$ cat src/rtl/pipelined_add_sub_pkg.sv
// rtl/pipelined_add_sub_pkg.sv - shared types and helpers for the pipelined adder/subtractor
package add_sub_pkg;

  typedef enum logic [1:0] {
    SAT_WRAP     = 2'b00,
    SAT_UNSIGNED = 2'b01,
    SAT_SIGNED   = 2'b10,
    SAT_RESERVED = 2'b11
  } sat_mode_e;

  typedef struct packed {
    logic cout;
    logic overflow;
    logic zero;
    logic negative;
  } flags_t;

  function automatic int calc_stages(input int width, input int chunk);
    return width / chunk;
  endfunction

endpackage

$ cat src/rtl/pipelined_add_sub_if.sv
// rtl/pipelined_add_sub_if.sv - operand/result stream bundle for pipelined_add_sub
interface pipelined_add_sub_if #(parameter int WIDTH = 8);

  logic             in_valid;
  logic             in_ready;
  logic [WIDTH-1:0] a;
  logic [WIDTH-1:0] b;
  logic             subtract;
  logic [1:0]       sat_mode;
  logic             out_valid;
  logic             out_ready;
  logic [WIDTH-1:0] result;
  logic             cout;
  logic             overflow;
  logic             zero;
  logic             negative;

  modport master (
    output in_valid, a, b, subtract, sat_mode, out_ready,
    input  in_ready, out_valid, result, cout, overflow, zero, negative
  );

  modport slave (
    input  in_valid, a, b, subtract, sat_mode, out_ready,
    output in_ready, out_valid, result, cout, overflow, zero, negative
  );

endinterface

$ cat src/rtl/pipelined_add_sub_slice.sv
// rtl/pipelined_add_sub_slice.sv - CHUNK-bit combinational add with carry in and carry out
module add_sub_slice #(
  parameter int CHUNK = 4
) (
  input  logic [CHUNK-1:0] a,
  input  logic [CHUNK-1:0] b,
  input  logic             cin,
  output logic [CHUNK-1:0] sum,
  output logic             cout
);

  assign {cout, sum} = {1'b0, a} + {1'b0, b} + {{CHUNK{1'b0}}, cin};

endmodule

$ cat src/rtl/pipelined_add_sub.sv
// rtl/pipelined_add_sub.sv - chunked carry-pipeline adder/subtractor with stall handshake
module pipelined_add_sub
  import add_sub_pkg::*;
#(
  parameter int WIDTH = 8,
  parameter int CHUNK = 4
) (
  input  logic              clk,
  input  logic              rst,
  pipelined_add_sub_if.slave bus
);

  localparam int STAGES = calc_stages(WIDTH, CHUNK);
  localparam logic [WIDTH-1:0] SMAX = {1'b0, {(WIDTH-1){1'b1}}};
  localparam logic [WIDTH-1:0] SMIN = {1'b1, {(WIDTH-1){1'b0}}};

  if ((WIDTH % CHUNK) != 0 || WIDTH < 2) begin : g_param_check
    $error("pipelined_add_sub: WIDTH must be a multiple of CHUNK and at least 2");
  end

  // Operands shift down by CHUNK per stage so every slice reads the low bits.
  typedef struct packed {
    logic             valid;
    logic             carry;
    logic [WIDTH-1:0] a_rem;
    logic [WIDTH-1:0] b_rem;
    logic [WIDTH-1:0] sum;
    logic             sub;
    sat_mode_e        mode;
    logic             a_msb;
    logic             b_msb;
  } stage_t;

  stage_t stg_in  [STAGES];
  stage_t stg_out [STAGES];

  logic             adv;
  logic             out_valid_d, out_valid_q;
  logic [WIDTH-1:0] result_d, result_q;
  flags_t           flags_d, flags_q;

  assign adv          = bus.out_ready || !out_valid_q;
  assign bus.in_ready = adv;

  assign stg_in[0] = '{
    valid: bus.in_valid,
    carry: bus.subtract,
    a_rem: bus.a,
    b_rem: bus.subtract ? ~bus.b : bus.b,
    sum:   '0,
    sub:   bus.subtract,
    mode:  sat_mode_e'(bus.sat_mode),
    a_msb: bus.a[WIDTH-1],
    b_msb: bus.b[WIDTH-1]
  };

  for (genvar s = 0; s < STAGES; s++) begin : g_stage
    logic [CHUNK-1:0] slice_sum;
    logic             slice_cout;
    stage_t           nxt;

    add_sub_slice #(.CHUNK(CHUNK)) u_slice (
      .a    (stg_in[s].a_rem[CHUNK-1:0]),
      .b    (stg_in[s].b_rem[CHUNK-1:0]),
      .cin  (stg_in[s].carry),
      .sum  (slice_sum),
      .cout (slice_cout)
    );

    always_comb begin
      nxt = stg_in[s];
      nxt.carry = slice_cout;
      nxt.a_rem = stg_in[s].a_rem >> CHUNK;
      nxt.b_rem = stg_in[s].b_rem >> CHUNK;
      nxt.sum[s*CHUNK +: CHUNK] = slice_sum;
    end

    assign stg_out[s] = nxt;

    if (s < STAGES - 1) begin : g_reg
      stage_t pipe_d, pipe_q;

      always_comb begin
        pipe_d = pipe_q;
        if (adv) pipe_d = nxt;
      end

      always_ff @(posedge clk or posedge rst) begin
        if (rst) pipe_q <= '0;
        else     pipe_q <= pipe_d;
      end

      assign stg_in[s+1] = pipe_q;
    end
  end

  stage_t           last;
  logic             raw_msb;
  logic             ovf;
  logic [WIDTH-1:0] sat;

  assign last    = stg_out[STAGES-1];
  assign raw_msb = last.sum[WIDTH-1];

  always_comb begin
    if (last.sub) ovf = (last.a_msb != last.b_msb) && (raw_msb != last.a_msb);
    else          ovf = (last.a_msb == last.b_msb) && (raw_msb != last.a_msb);

    sat = last.sum;
    case (last.mode)
      SAT_UNSIGNED: begin
        if (!last.sub && last.carry)     sat = '1;
        else if (last.sub && !last.carry) sat = '0;
      end
      SAT_SIGNED: begin
        if (ovf) sat = last.a_msb ? SMIN : SMAX;
      end
      default: sat = last.sum;
    endcase
  end

  always_comb begin
    out_valid_d = out_valid_q;
    result_d    = result_q;
    flags_d     = flags_q;
    if (adv) begin
      out_valid_d = last.valid;
      result_d    = sat;
      flags_d     = '{cout: last.carry, overflow: ovf, zero: (sat == '0), negative: sat[WIDTH-1]};
    end
  end

  always_ff @(posedge clk or posedge rst) begin
    if (rst) begin
      out_valid_q <= 1'b0;
      result_q    <= '0;
      flags_q     <= '0;
    end else begin
      out_valid_q <= out_valid_d;
      result_q    <= result_d;
      flags_q     <= flags_d;
    end
  end

  assign bus.out_valid = out_valid_q;
  assign bus.result    = result_q;
  assign bus.cout      = flags_q.cout;
  assign bus.overflow  = flags_q.overflow;
  assign bus.zero      = flags_q.zero;
  assign bus.negative  = flags_q.negative;

endmodule
$ cat src/flat_wrapper.sv
// flat-port wrapper written by rule: the top's interface ports become plain ports
module pipelined_add_sub_flat import add_sub_pkg::*;
#(
  parameter int WIDTH = 8,
  parameter int CHUNK = 4
)
  (clk, rst, bus_in_valid, bus_a, bus_b, bus_subtract, bus_sat_mode, bus_out_ready, bus_in_ready, bus_out_valid, bus_result, bus_cout, bus_overflow, bus_zero, bus_negative);
  pipelined_add_sub_if #(.WIDTH(WIDTH)) bus_i ();
  input  logic clk;
  input  logic rst;
  input wire logic [$bits(bus_i.in_valid)-1:0] bus_in_valid;
  input wire logic [$bits(bus_i.a)-1:0] bus_a;
  input wire logic [$bits(bus_i.b)-1:0] bus_b;
  input wire logic [$bits(bus_i.subtract)-1:0] bus_subtract;
  input wire logic [$bits(bus_i.sat_mode)-1:0] bus_sat_mode;
  input wire logic [$bits(bus_i.out_ready)-1:0] bus_out_ready;
  output wire logic [$bits(bus_i.in_ready)-1:0] bus_in_ready;
  output wire logic [$bits(bus_i.out_valid)-1:0] bus_out_valid;
  output wire logic [$bits(bus_i.result)-1:0] bus_result;
  output wire logic [$bits(bus_i.cout)-1:0] bus_cout;
  output wire logic [$bits(bus_i.overflow)-1:0] bus_overflow;
  output wire logic [$bits(bus_i.zero)-1:0] bus_zero;
  output wire logic [$bits(bus_i.negative)-1:0] bus_negative;
  assign bus_i.in_valid = bus_in_valid;
  assign bus_i.a = bus_a;
  assign bus_i.b = bus_b;
  assign bus_i.subtract = bus_subtract;
  assign bus_i.sat_mode = bus_sat_mode;
  assign bus_i.out_ready = bus_out_ready;
  assign bus_in_ready = bus_i.in_ready;
  assign bus_out_valid = bus_i.out_valid;
  assign bus_result = bus_i.result;
  assign bus_cout = bus_i.cout;
  assign bus_overflow = bus_i.overflow;
  assign bus_zero = bus_i.zero;
  assign bus_negative = bus_i.negative;
  pipelined_add_sub #(.WIDTH(WIDTH), .CHUNK(CHUNK)) u_core (.clk(clk), .rst(rst), .bus(bus_i));
endmodule
$ cat config.mk
export PLATFORM = sky130hd
export DESIGN_NAME = pipelined_add_sub_flat
export DESIGN_NICKNAME = d
export VERILOG_FILES = /design/src/rtl/pipelined_add_sub_pkg.sv /design/src/rtl/pipelined_add_sub_if.sv /design/src/rtl/pipelined_add_sub_slice.sv /design/src/rtl/pipelined_add_sub.sv /design/src/flat_wrapper.sv
export SDC_FILE = /design/constraint.sdc
export NUM_CORES = 1
export LEC_CHECK = 0
export CORE_AREA = 2 2 77 61
export DETAILED_ROUTE_END_ITERATION = 16
export DIE_AREA = 0 0 79 63
export PLACE_DENSITY_LB_ADDON = 0.15
export SETUP_SLACK_MARGIN = 0.1
export SYNTH_ARGS = -nofsm -noshare
export SYNTH_HDL_FRONTEND = slang
export SYNTH_SLANG_ARGS = --single-unit
$ cat constraint.sdc
create_clock -name clk -period 2.25 [get_ports clk]
set_clock_uncertainty 0.15 [all_clocks]
set_input_delay 0.675 -clock clk [delete_from_list [all_inputs] [get_ports clk]]
set_output_delay 0.675 -clock clk [all_outputs]
set_load 0.05 [all_outputs]
# Word level (Yosys, flattened, before mapping)
# Index checks and enable logic that the tools add are counted.
[classes]
n_addsub = 4
eq_ne = 5
muxes = 7
n_bitwise = 1
n_reduce_logical = 9
[ops]
columns = ["operator", "count"]
rows = [
  ["2-to-1 mux 8 bit", 5],
  ["case mux 8 bit (2 select lines)", 1],
  ["adder 4 x 4 -> 5 bit", 2],
  ["adder 5 x 1 -> 5 bit", 2],
  ["zero test 8 bit", 1],
  ["inverter 8 bit", 1],
  ["logical AND 1 bit", 4],
  ["zero test 1 bit", 3],
  ["== test 2 x 1 -> 1 bit, second input constant", 1],
  ["== test 2 bit, second input constant", 1],
  ["inequality test 1 bit", 2],
  ["== test 1 bit", 1],
  ["logical OR 1 bit", 1],
  ["2-to-1 mux 1 bit", 1],
]
[totals]
ff_bits = 32
input_bits = 23
out_inout_bits = 14
elab_cells = 41

# Depth between registers and ports, before layout
# Gate-level depths: netlist (run 1).
[depth]
word_depth = 8
depth_mapped = 9
mapped_depth_nobuf = 9

# Cells and area by module
# A second synthesis (run 1) with hierarchy kept.
[hier_totals]
cells_unflattened = 217
hier_area_um2 = 1983.2
[modules_own_cells]
columns = ["mod", "instances", "cells_per_inst", "area_each_um2", "seq_area_each_um2"]
rows = [
  ["pipelined_add_sub", 1, 185, 1695.4, 750.7],
  ["add_sub_slice", 2, 16, 143.9, 0.0],
]

# Worst setup path after synthesis (run 1)
# No wires, ideal clock.
[synth_path]
kind = "input -> output"
from = "input port bus_out_ready"
to = "output port bus_in_ready"
t_arrival_ns = 1.675
t_required_ns = 1.425
slack_ns = -0.250
stages = 4
path_buffers = 3
cell_sequence = "nand2b_1 buf_6 clkbuf_8 clkbuf_1"
[synth_between]
elab_chain_cells = 1
[synth_lines]
columns = ["element", "line_no", "text"]
rows = [
  ["start, declared", "flat_wrapper.sv:16", "input wire logic [$bits(bus_i.out_ready)-1:0] bus_out_ready;"],
  ["logical OR 1 bit", "pipelined_add_sub.sv:42", "assign adv = bus.out_ready || !out_valid_q;"],
  ["end, declared", "flat_wrapper.sv:17", "output wire logic [$bits(bus_i.in_ready)-1:0] bus_in_ready;"],
]
# No other way between the ends.

# Final worst setup path (run 1)
[layout_path]
from = "register u_core.g_stage[0].g_reg.pipe_q[21] in the netlist's numbering"
to = "register u_core.flags_q, in the netlist u_core.bus.zero"
[layout_between]
elab_chain_cells = 8
word_cells_on_any_way = 14
cone_classes = "add/sub (2); eq/ne (1); mux (5); reduce/logical (6)"
[layout_lines]
columns = ["element", "line_no", "text"]
rows = [
  ["start, declared", "pipelined_add_sub.sv:81", "stage_t pipe_d, pipe_q;"],
  ["start signal, assigned", "pipelined_add_sub.sv:90", "else pipe_q <= pipe_d;"],
  ["adder 4 x 4 -> 5 bit *", "pipelined_add_sub_slice.sv:12", "assign {cout, sum} = {1'b0, a} + {1'b0, b} + {{CHUNK{1'b0}}, cin};"],
  ["adder 5 x 1 -> 5 bit *", "pipelined_add_sub_slice.sv:12", ""],
  ["inequality test 1 bit or zero test 1 bit (tied branches)", "pipelined_add_sub.sv:106, pipelined_add_sub.sv:107, pipelined_add_sub.sv:113", ""],
  ["logical AND 1 bit (on tied branches)", "pipelined_add_sub.sv:107, pipelined_add_sub.sv:106, pipelined_add_sub.sv:113", ""],
  ["2-to-1 mux 1 bit or 2-to-1 mux 8 bit (tied branches)", "pipelined_add_sub.sv:106, pipelined_add_sub.sv:113", ""],
  ["2-to-1 mux 8 bit (on tied branches)", "pipelined_add_sub.sv:116, pipelined_add_sub.sv:112", ""],
  ["case mux 8 bit (2 select lines) *", "pipelined_add_sub.sv:110", "case (last.mode)"],
  ["zero test 8 bit *", "pipelined_add_sub.sv:129", "flags_d = '{cout: last.carry, overflow: ovf, zero: (sat == '0), negative: sat[WIDTH-1]};"],
  ["end signal, assigned", "pipelined_add_sub.sv:141", "flags_q <= flags_d;"],
  ["end, declared", "pipelined_add_sub.sv:40", "flags_t flags_d, flags_q;"],
]
# Mark *: on every way between the ends. The rest lies on a longest branch, timed or not.
# A chain may end at the register's enable or synchronous reset.

==> metrics.cfg, run 1 <==
[timing]
finalHoldViolCount = 0
setup_ws_ps = -233
finalMaxSlewViolations = 0
setup_violations = 9
rsz0062_at_grt = true
fin_crit_sh_pct = 110
max_freq_mhz = 403
period_minus_slack_ps = 2480
worst_pin_slew_ps = 419
whs_ps = 320
slew_headroom_pct = 71.8

[layout]
antenna_cells = 0
drive_gt1_share_pct = 35.0
fill_cells = 385
syn_to_final_growth_pct = 39.9
fin_nets = 276
ff_latch_area_sq_um = 751
multiInputGateArea_sq_mm = 0.00108
final_area_sq_mm = 0.00256
postLayoutCoreUtil_pct = 60.2

[critical_path]
worst_setup_path_end_kind = flip-flop
arrival_ps = 2520
r2r-start = u_core.g_stage[0].g_reg.pipe_q[21]
start_kind = flip-flop
cp_max_fo = 3
ff2ff_path_depth = 10
setup.worst_path.class = reg2reg
r2r_end = u_core.bus.zero
required_ps = 2290
r2r_slack_ps = -230

[place]
numPortBuffers = 36
hpwl_mm = 3.35
gpl.final_weighted_congestion = 0.929
post_dp_cell_area_sq_mm = 0.00238

[clock_network]
numCtsBuffers = 5
clk_pin_slew_ps = 60
clockBufferDepth = 2
insertion_delay_ps = 280
cts.sinks = 30
cts_tree = built
h-tree-depth = 2
cts-root-buf = clkbuf_8

[logic_synthesis]
ys.flop_type = dfrtp_1
synth_fp_nets = 219
synth_area_per_cell_sq_um = 9.90
yosysTopAreaCellShare_pct = 41.0
netlist_area_sq_mm = 0.00183
yosys.area.top_type = dfrtp_1
synth.distinct_cells = 45
syn-instance-count = 185
yosysWarnings = 0
seq_area_frac_synth_pct = 41.0
synth.area.top_cells = dfrtp_1 41%, mux2_2 5.5%, a21oi_1 5.5%
ys_ff_latch = 30
ys_async_sr_fraction_pct = 100
synth_edf_count = 0

[grt]
grt_pass1_wl_mm = 7.50
antenna_found_initial = 0
grt_pass1_vias = 1535
track_usage_pct = 19.8
grt_overflow_total = 0
grt_max_degree = 31

[die]
die_area_sq_mm = 0.00498
core_sq_mm = 0.00426
core.rowCount = 21
die-width_microns = 79
io_pins = 37
die_y_microns = 63
start_util_pct = 43.0

[drt]
post-route-drc-count = 0
drt_pass1_iterations = 4
drt_iter0_markers = 85
via_count = 1530
totalWireLength_mm = 4.44
avgRoutedWirePerCell_microns = 14.8
avgViaCountPerCell = 5.10
postRouteAntennaNets = 0

[status]
violations = negative setup slack
status = finished, violations left

[worst_hold_path]
holdPathStages = 1
hold_start = u_core.g_stage[0].g_reg.pipe_q[30]
hold_end = u_core.bus.out_valid
hold_path_class = reg2reg

[power_and_ir_drop]
p_leak_uw = 0.00115
p_per_area_mw_per_mm2 = 1010
irDropWorstVdd_mv = 0.831

[flow_run]
cap_violations = 0

## what timing repair did
action,in CTS,in global routing
cloned,0,0
hold buffers,0,0
pin swaps,6,12
gates resized for setup,16,10
setup endpoints to repair,15,13
setup buffers,0,0
## cell families after synthesis
kind of cell	count (synthesis)	share of synthesized area, %
AOI/OAI and AO/OA	52	18.2
and+or+nand+nor	47	12.9
DFF	30	41.0
buffers and inverters	24	7.44
xor gates and xnor gates	12	6.15
adders and majority gates	11	8.74
muxes	9	5.53
## layout make-up
type | count | share of cell area (%)
clock inverter | 1 | 0.195
tap | 57 | 2.78
multi-input combinational | 131 | 42.2
inverter | 14 | 2.05
sequential | 30 | 29.3
clock buffer | 7 | 3.37
timing repair buffer | 60 | 20.1
## cells in the mapped netlist, types with 2 or more instances
cell type,instances
nor2_1,18
clkbuf_1,3
nor2b_1,2
fa_1,3
or3_2,2
clkbuf_8,3
nand3b_1,2
nand4_1,4
ha_1,8
o21ai_0,7
nand2b_1,2
xor2_1,4
mux2_2,9
buf_4,2
nand3_1,3
a31oi_1,6
o211ai_1,3
dfrtp_1,30
nand2_1,7
inv_1,14
xnor2_1,7
a21oi_1,20
a21o_1,3
and3_1,2
## layout by cell type (no fill, tap or decap), types with 3 or more instances in the layout
cell             count
buf_4               37
dfrtp_1             30
a21oi_1             16
nor2_1              16
clkdlybuf4s50_1     16
inv_1               13
nand2_1              7
xnor2_1              7
mux2_2               7
a31oi_1              6
ha_1                 6
clkbuf_8             6
o21ai_0              5
a21oi_2              4
nand4_1              4
a21o_1               3
xor2_1               3
o211ai_1             3
dlygate4sd2_1        3
## stage by stage
stage | power (uW) | setup WS (ps) | std cells | setup TNS (ps)
final | 2580 | -233 | 300 | -1220
after detailed placement | 2060 | -431 | 292 | -3010
after CTS | 2590 | -249 | 300 | -1430
after global routing | 2750 | -336 | 300 | -2160
after floorplan | 1660 | -57.5 | 185 | -183
after global placement | 2040 | -349 | 292 | -2500
## worst max path at each step
stage	from	end	slack [ps]	cells after the start
2_1_floorplan	u_core.g_stage[0].g_reg.pipe_q[21]	u_core.bus.zero	-60	9
3_3_place_gp	bus_subtract	u_core.g_stage[0].g_reg.pipe_q[8]	-350	7
3_5_place_dp	bus_subtract	u_core.g_stage[0].g_reg.pipe_q[8]	-430	7
4_1_cts	u_core.g_stage[0].g_reg.pipe_q[29]	u_core.bus.zero	-250	10
5_1_grt	u_core.g_stage[0].g_reg.pipe_q[21]	u_core.bus.zero	-340	10
6_report	u_core.g_stage[0].g_reg.pipe_q[21]	u_core.bus.zero	-230	10
## report_power, final
group	total, uW	internal, uW	switching (uW)
clock network	449	246	203
registers	775	674	101
logic	1360	564	796
## per-layer routing
layer	wire [microns]	up-vias	GRT usage [%]	share of wire, %
met4	63	0	9.05	1.4
met5	0	-	0	0
met3	248	7	5.49	5.6
li1	-	758	-	-
met2	2090	41	30.0	47
met1	2040	724	26.1	46
## sequential cells by signal, indices dropped and copies added, names as in the netlist
| register | flops |
|---|---|
| u_core.bus.cout | 1 |
| u_core.bus.negative | 1 |
| u_core.g_stage.g_reg.pipe_q | 18 |
| u_core.bus.overflow | 1 |
| u_core.bus.out_valid | 1 |
| u_core.bus.result | 7 |
| u_core.bus.zero | 1 |
## critical path, stage by stage (launching register included)
cell and delay (ps):
dfrtp_1 410, fa_2 410, inv_2 70, fa_2 200
nand3b_1 110, nand4_1 140, buf_4 180, a211o_1 290
o211ai_1 90, nand4_1 130, o32ai_2 210
Note: power is estimated with default switching activity, not from simulation.
==> run 2, diff against run 1 <==
- clock period: 2.25 -> 2.35 ns (I/O delays scaled with it)
==> run 2 against run 1 <==
- first-iteration DRC count rose by 3.5%
- design area up 2.8%
- the run still ends with negative setup slack left
- maximum frequency is 0.71% lower
- largest power group unchanged
==> metrics.cfg, run 2 (same netlist as run 1, synthesis figures left out) <==
[status]
status = finished, violations left
violations = negative setup slack

[timing]
fin_crit_sh_pct = 106  ; -3.9 points
finalHoldViolCount = 0  ; unchanged
period_minus_slack_ps = 2500  ; +17.7 ps
slew_headroom_pct = 72.3  ; +0.48 points
rsz0062_at_grt = true
setup_ws_ps = -151  ; +82.4 ps
max_freq_mhz = 400  ; -0.71%
worst_pin_slew_ps = 414  ; -5.19 ps
setup_violations = 8  ; -1
finalMaxSlewViolations = 0  ; unchanged

[critical_path]
path_delay_family = adder cells
path_depth = 9  ; -1
worst_setup_path_end_kind = flip-flop
cp_cell_sequence = fa_2, inv_2, fa_2, nand3b_1, nand4_1, a21o_4, o221ai_2, a32oi_2, mux2_4
max_stage_delay_ps = 430  ; +20 ps
cp_max_fo = 6  ; +3
start_kind = flip-flop
setup.worst_path.class = reg2reg
arrival_ps = 2520  ; about the same
ff2ff_path_depth = 9  ; -1
worst-path-buf-inv = 1  ; -1
slowest_stage = fa_2
required_ps = 2370  ; +80 ps
cp_common_cell = fa_2

[drt]
drt_iter0_markers = 88  ; +3.5%
postRouteAntennaNets = 0  ; unchanged
drt_pass1_iterations = 4  ; unchanged
avgRoutedWirePerCell_microns = 14.4  ; -2.4%
post-route-drc-count = 0  ; unchanged
via_count = 1559  ; +1.9%
totalWireLength_mm = 4.41  ; -0.81%
avgViaCountPerCell = 5.11  ; +0.23%

[place]
numPortBuffers = 36  ; unchanged
pre_cts_slack_ps = -374  ; +56.2 ps
hpwl_mm = 3.19  ; -4.9%
gpl.final_weighted_congestion = 0.858  ; -7.7%

[flow_run]
cap_violations = 0  ; unchanged

[power_and_ir_drop]
irDropWorstVdd_mv = 0.336  ; -60%
p_clk_share_pct = 17.2  ; -0.2 points
p_per_area_mw_per_mm2 = 963  ; -4.6%
p_leak_uw = 0.00117  ; +1.4%
pwr-share-seq_pct = 29.0  ; -1.0 points
sw_frac_of_total_pct = 42.7  ; +0.15 points
net-switching-power_uw = 1080  ; -1.6%
finalPower_uw = 2540  ; -1.9%
p_int_uw = 1450  ; -2.2%
comb_power_share_pct = 53.8  ; +1.2 points

[grt]
track_usage_pct = 18.7  ; -1.1 points
grt_pass1_wl_mm = 7.16  ; -4.5%
antenna_found_initial = 0  ; unchanged
grt_max_degree = 31  ; unchanged
grt_overflow_total = 0  ; unchanged
grt_pass1_vias = 1567  ; +2.1%

[layout]
largest_reg_flops = 18  ; unchanged
top_register = u_core.g_stage.g_reg.pipe_q
antenna_cells = 0  ; unchanged
ff_latch_area_sq_um = 751  ; unchanged
fill_cells = 395  ; +2.6%
multiInputGateArea_sq_mm = 0.00111  ; +2.9%
syn_to_final_growth_pct = 43.8
layout_commonest_cell = buf_4
fin_nets = 281  ; +1.8%
drive_gt1_share_pct = 39.5  ; +4.5 points
layout_common_cells = 41 x buf_4, 30 x dfrtp_1, 18 x clkdlybuf4s50_1

[clock_network]
postCtsHoldBufs = 0  ; unchanged
clk_pin_slew_ps = 70  ; about the same
numCtsBuffers = 5  ; unchanged
insertion_delay_ps = 280  ; about the same
cts-root-buf = clkbuf_8
cts.sinks = 30  ; unchanged
clockBufferDepth = 2  ; unchanged
cts_tree = built
h-tree-depth = 2  ; unchanged

[die]
core.rowCount = 21  ; unchanged
die_area_sq_mm = 0.00498  ; unchanged
start_util_pct = 43.0  ; unchanged
die-width_microns = 79  ; unchanged
die_y_microns = 63  ; unchanged
io_pins = 37  ; unchanged
core_sq_mm = 0.00426  ; unchanged

[worst_hold_path]
holdPathStages = 1  ; unchanged
hold_path_class = reg2reg

## run 2: cell types whose count changed in the layout (fill, tap and decap cells not counted), moves of 2 or more
cell,before,now
ha_4,2,0
buf_4,37,41
a21oi_2,4,6
nor2_2,2,0
dlymetal6s2s_1,2,0
a21oi_1,16,13
nor2_4,0,2
clkdlybuf4s50_1,16,18
ha_2,0,2
## run 2: repair_timing
item,in CTS,in global routing
pin swaps,12,12
setup buffers,5,3
setup endpoints to repair,14,11
resized for setup,24,12
## run 2: power by group through the flow
stage	combinational [uW]	sequential [uW]	clock, uW
after global placement	1180	736	0
after global routing	1460	753	467
after CTS	1280	737	441
final	1360	737	436
after floorplan	589	993	0
after detailed placement	1200	743	0
## run 2: final timing paths
kind                                        endpoint  slack, ps                                from
worst max-delay path             u_core.bus.negative       -150  u_core.g_stage[0].g_reg.pipe_q[29]
worst min-delay path            u_core.bus.out_valid        310  u_core.g_stage[0].g_reg.pipe_q[30]
worst max register to register   u_core.bus.negative       -150  u_core.g_stage[0].g_reg.pipe_q[29]
worst min register to register  u_core.bus.out_valid        310  u_core.g_stage[0].g_reg.pipe_q[30]
max in group asynchronous       u_core.bus.result[2]       1120                                 rst
min in group asynchronous       u_core.bus.result[0]        650                                 rst
## run 2: worst reg2reg max path, stage by stage, from the launching register on
cell      delay [ps]
dfrtp_1          400
fa_2             430
inv_2             70
fa_2             200
nand3b_1         120
nand4_1          170
a21o_4           300
o221ai_2          80
a32oi_2          180
mux2_4           280
## run 2: cell type report
cell class	count	share of cell area, %
multi-input combinational	131	42.3
tap	57	2.71
timing repair buffer	65	21.0
clock inverter	1	0.190
sequential	30	28.5
clock buffer	7	3.28
inverter	14	2.00
## run 2: routing by layer
metal,routed length [microns],up-vias,GRT usage [%]
met5,0,-,0
met4,70,0,8.41
met3,136,6,3.90
met2,2230,29,30.8
met1,1960,754,23.5
li1,-,770,-
## run 2: through the flow
step | cell area [sq um] | utilization, % | hold WS (ps) | std cells | TNS (ps)
global placement | 2360 | 55.4 | 287 | 290 | -1220
finish | 2630 | 61.9 | 306 | 305 | -720
CTS | 2550 | 59.9 | 314 | 302 | -431
global route | 2630 | 61.9 | 331 | 305 | -1690
detailed placement | 2360 | 55.4 | 299 | 290 | -1540
floorplan | 1870 | - | 280 | 185 | 0
